$ cat config.mk
export PLATFORM = sky130hd
export DESIGN_NAME = fetch_unit
export DESIGN_NICKNAME = d
export VERILOG_FILES = /design/src/rtl/fetch_unit.sv
export SDC_FILE = /design/constraint.sdc
export NUM_CORES = 1
export LEC_CHECK = 0
export CORE_ASPECT_RATIO = 0.5
export CORE_MARGIN = 2
export CORE_UTILIZATION = 35
export CTS_BUF_LIST = sky130_fd_sc_hd__clkbuf_16
export DETAILED_ROUTE_END_ITERATION = 10
export MAX_ROUTING_LAYER = met4
export PLACE_DENSITY = 0.67
export SETUP_SLACK_MARGIN = 0.3
export SYNTH_ARGS = -nofsm -noshare
export SYNTH_HDL_FRONTEND = slang
export SYNTH_SLANG_ARGS = --single-unit
$ cat constraint.sdc
create_clock -name clk -period 4.1 [get_ports clk]
set_clock_uncertainty 0.1 [all_clocks]
set_input_delay 1.025 -clock clk [delete_from_list [all_inputs] [get_ports clk]]
set_output_delay 1.025 -clock clk [all_outputs]
set_load 0.02 [all_outputs]
$ cat src/rtl/fetch_unit.sv
// fetch_unit: PC + 1-cycle imem reads into a 2-entry valid/ready FIFO; `define FETCH_COUNT_EN adds a 16-bit pop counter
module fetch_unit #(
    parameter int INSTRUCTION_SIZE = 16,
    parameter int PC_WIDTH = INSTRUCTION_SIZE - 3,
    parameter int FIFO_DEPTH = 2
) (
    input  logic clk,
    input  logic rst,
    output logic imem_en,
    output logic [PC_WIDTH-1:0] imem_addr,
    input  logic [INSTRUCTION_SIZE-1:0] imem_rdata,
    input  logic jump_en,
    input  logic [PC_WIDTH-1:0] jump_addr,
    input  logic dec_ready,
    output logic instr_valid,
    output logic [INSTRUCTION_SIZE-1:0] instruction,
    output logic [PC_WIDTH-1:0] instr_pc
`ifdef FETCH_COUNT_EN
    ,
    output logic [15:0] fetch_count
`endif
);
    logic [PC_WIDTH-1:0] pc_q, pc_d, tag_q, tag_d, hold_pc_q, hold_pc_d;
    logic [INSTRUCTION_SIZE-1:0] hold_instr_q, hold_instr_d;
    logic [INSTRUCTION_SIZE-1:0] data_q [FIFO_DEPTH];
    logic [INSTRUCTION_SIZE-1:0] data_d [FIFO_DEPTH];
    logic [PC_WIDTH-1:0] addr_q [FIFO_DEPTH];
    logic [PC_WIDTH-1:0] addr_d [FIFO_DEPTH];
    logic [1:0] count_q, count_d;
    logic inflight_q, inflight_d, rd_q, rd_d, wr_q, wr_d, push, pop;

    always_comb begin
        instr_valid = count_q != 2'd0;
        pop = instr_valid && dec_ready;
        push = inflight_q && !jump_en;
        // credit: buffered + in-flight words after this cycle's pop must leave room for one more
        imem_en = !rst && !jump_en && (int'(count_q) + int'(inflight_q) - int'(pop) < FIFO_DEPTH);
        imem_addr = pc_q;
        pc_d = jump_en ? jump_addr : (imem_en ? pc_q + PC_WIDTH'(1) : pc_q);
        inflight_d = imem_en;
        tag_d = imem_en ? pc_q : tag_q;
        rd_d = jump_en ? wr_q : rd_q ^ pop;
        wr_d = wr_q ^ push;
        count_d = jump_en ? 2'd0 : count_q + 2'(push) - 2'(pop);
        data_d = data_q;
        addr_d = addr_q;
        if (push) begin
            data_d[wr_q] = imem_rdata;
            addr_d[wr_q] = tag_q;
        end
        instruction = instr_valid ? data_q[rd_q] : hold_instr_q;
        instr_pc = instr_valid ? addr_q[rd_q] : hold_pc_q;
        hold_instr_d = instruction;
        hold_pc_d = instr_pc;
    end

    always_ff @(posedge clk) begin
        if (rst) begin
            pc_q <= '0;
            tag_q <= '0;
            inflight_q <= 1'b0;
            rd_q <= 1'b0;
            wr_q <= 1'b0;
            count_q <= 2'd0;
            hold_instr_q <= '0;
            hold_pc_q <= '0;
        end else begin
            pc_q <= pc_d;
            tag_q <= tag_d;
            inflight_q <= inflight_d;
            rd_q <= rd_d;
            wr_q <= wr_d;
            count_q <= count_d;
            hold_instr_q <= hold_instr_d;
            hold_pc_q <= hold_pc_d;
        end
    end

    always_ff @(posedge clk) begin
        data_q <= data_d;
        addr_q <= addr_d;
    end

`ifdef FETCH_COUNT_EN
    logic [15:0] fetch_count_q, fetch_count_d;

    always_comb begin
        fetch_count_d = fetch_count_q + 16'(pop);
        fetch_count = fetch_count_q;
    end

    always_ff @(posedge clk) begin
        if (rst) fetch_count_q <= '0;
        else fetch_count_q <= fetch_count_d;
    end
`endif
endmodule

==> reports/qor.csv <==
metric,value,unit
initial_core_util,36.3,%
drtIter0Drc,175,
detail-route-antenna-nets,0,
drc,0,
clkSinkCount,118,
slew_headroom,43.3,%
finalPower,2920,uW
min_period,3.68,ns
p_clk_share,46.5,%
final_util,48.4,%
hp-class,register to register,
core,12800,sq um
viasPerCell,4.78,
holdWs,0.352,ns
die_w,167,microns
cts_made_buffers,17,
wl_per_cell,14.5,microns
cap_violations,0,
internal-power,2270,uW
grt_use_met3,4.57,%
synthToLayoutAreaGrowth,33.6,%
drive_gt1_share,10.6,%
slew_viol_final,0,
track_usage,15.2,%
yosysTopAreaCell,edfxtp_1,
end_kind,output port,
synth_edf_count,58,
critPathTopFamily,buffers and inverters,
ys_warn_count,0,
gp_congestion,0.780,
period_share,89.8,%
h-tree-depth,4,
swShare,22.2,%
grt_use_met2,23.3,%
overflow,0,
leakage,0.00212,uW
p_comb_share,8.7,%
cts_max_path_buffers,2,
max_stage_delay,0.39,ns
worstMarginPinSlew,0.851,ns
clock_latency,0.41,ns
n_antenna_cell,0,
ys.flop_type,dfxtp_1,
grt_busiest_layer,met2,
fillers,1169,
tns,0,ns
synth.ff_latch_count,118,
rows,29,
die_h,85.5,microns
grt_pass1_vias,3235,
syn-instance-count,399,
synthArstFlopShare,0,%
avgSynthCellArea,11.6,sq um
vdd_ir_drop_max,291,uV
cp_slowest_cell,fa_2,
antenna_found_initial,0,
status,"complete, no violations",
dr.pass1.iters,4,
path_clk_slew,0.05,ns
worstSetupStartpointType,input port,
crit_fanout,4,
dieArea,14300,sq um
postCtsSetupBuffers,0,
routed_wirelength,9.67,mm
synth_area_leaders,"edfxtp_1, dfxtp_1, mux2i_1",
finalSetupViolations,0,
met1_usage,19.4,%
grt_max_degree,60,
cts_resized,11,
hold_viol_final,0,
synth_top_area_share,37.5,%
cp_data_arrival_time,2.56,ns
ios,77,
cts_hold_buf,0,
worst_ep_required_time,2.97,ns
vias,3194,
synth_cell_types,40,
dp_hpwl,6.06,mm
io_buffers,76,
grt_pass1_wl,16.2,mm
path_cells,dlygate4sd2_1 > xor2_1 > nand2_1 > fa_2 > xnor2_2 > a32oi_4 > inv_2 > buf_2,
root_buffer,clkbuf_16,
path_class,input port to output port,
synthesis.area,4640,sq um
placed_area,5630,sq um
fin_area,6200,sq um
p_per_area,470,nW/um^2
fmax,0.271,GHz
rsz0062_at_grt,false,
yosysSeqAreaShare,63.4,%
p_sw,647,uW
syn_nets,438,
seq_power_share,44.8,%
tritoncts,done,
final_nets,524,
worst-path-buf-inv,3,
[metrics by stage]
| step | instances | worst slack (ns) |
|---|---|---|
| 3_5_place_dp | 636 | -0.380 |
| 2_1_floorplan | 399 | 0.333 |
| 4_1_cts | 668 | 0.394 |
| 5_1_grt | 668 | 0.310 |
| 6_report | 668 | 0.416 |
| 3_3_place_gp | 636 | -0.336 |
[cell usage in the layout, fill, tap and decap left out, drive strengths merged, types with 11 or more instances in the layout]
master,n
nor2b,31
inv,11
clkdlybuf4s50,73
o21ai,41
or3,11
buf,16
clkbuf,17
dfxtp,60
edfxtp,58
mux2i,30
nand2,58
[per-layer routing]
layer / vias to the layer above / share of wire [%]
li1: 1600 / -
met1: 1523 / 49
met2: 61 / 47
met3: 10 / 3.4
met4: 0 / 0.99
met5: - / 0
[path summary, 6_finish.rpt]
check / from / end / slack (ns) / cells after the start
max: dec_ready / imem_en / 0.42 / 8
min: tag_q[3] / addr_q[16] / 0.35 / 0
max reg2reg: count_q[1] / imem_addr[9] / 1.13 / 7
min reg2reg: tag_q[3] / addr_q[16] / 0.35 / 0
[area by class of cell]
type	count	area [sq um]	area share, %
tap	170	213	3.43
inverter	9	33.8	0.544
multi-input combinational	249	1610	26.0
timing repair buffer	90	855	13.8
sequential	118	2940	47.4
clock buffer	17	425	6.86
clock inverter	15	123	1.98
[synthesized netlist by cell type (all sizes together) (7+ instances only)]
library cell and instances:
edfxtp 58, nor2 7, nand2b 10, clkbuf 16, nand2 58, mux2i 30
o21ai 41, dfxtp 60, a31oi 10, nor2b 31, o211ai 8, or3 11
buf 7, inv 9
[registers in the layout, summed over array words and instances (netlist names)]
| name | count |
|---|---|
| inflight_q | 1 |
| addr_q | 26 |
| hold_instr_q | 16 |
| count_q | 2 |
| data_q | 32 |
| imem_addr | 13 |
| hold_pc_q | 13 |
| wr_q | 1 |
| rd_q | 1 |
| tag_q | 13 |
[cell families after synthesis]
| group | after synthesis | share of synthesized area, % |
|---|---|---|
| xor gates and xnor gates | 7 | 1.32 |
| DFF | 118 | 63.4 |
| adders and majority gates | 6 | 1.78 |
| AOI/OAI and AO/OA | 71 | 9.32 |
| muxes | 30 | 6.47 |
| and+or+nand+nor | 135 | 15.0 |
| buffers and inverters | 32 | 2.77 |
[power groups by stage]
| stage | sequential [uW] | combinational, uW | clock [uW] |
|---|---|---|---|
| after floorplan | 1330 | 130 | 0 |
| after global placement | 1330 | 250 | 0 |
| after detailed placement | 1330 | 254 | 0 |
| after CTS | 1310 | 258 | 1390 |
| after global routing | 1310 | 278 | 1450 |
| final | 1310 | 254 | 1360 |
Note: power is estimated with default switching activity, not from simulation.
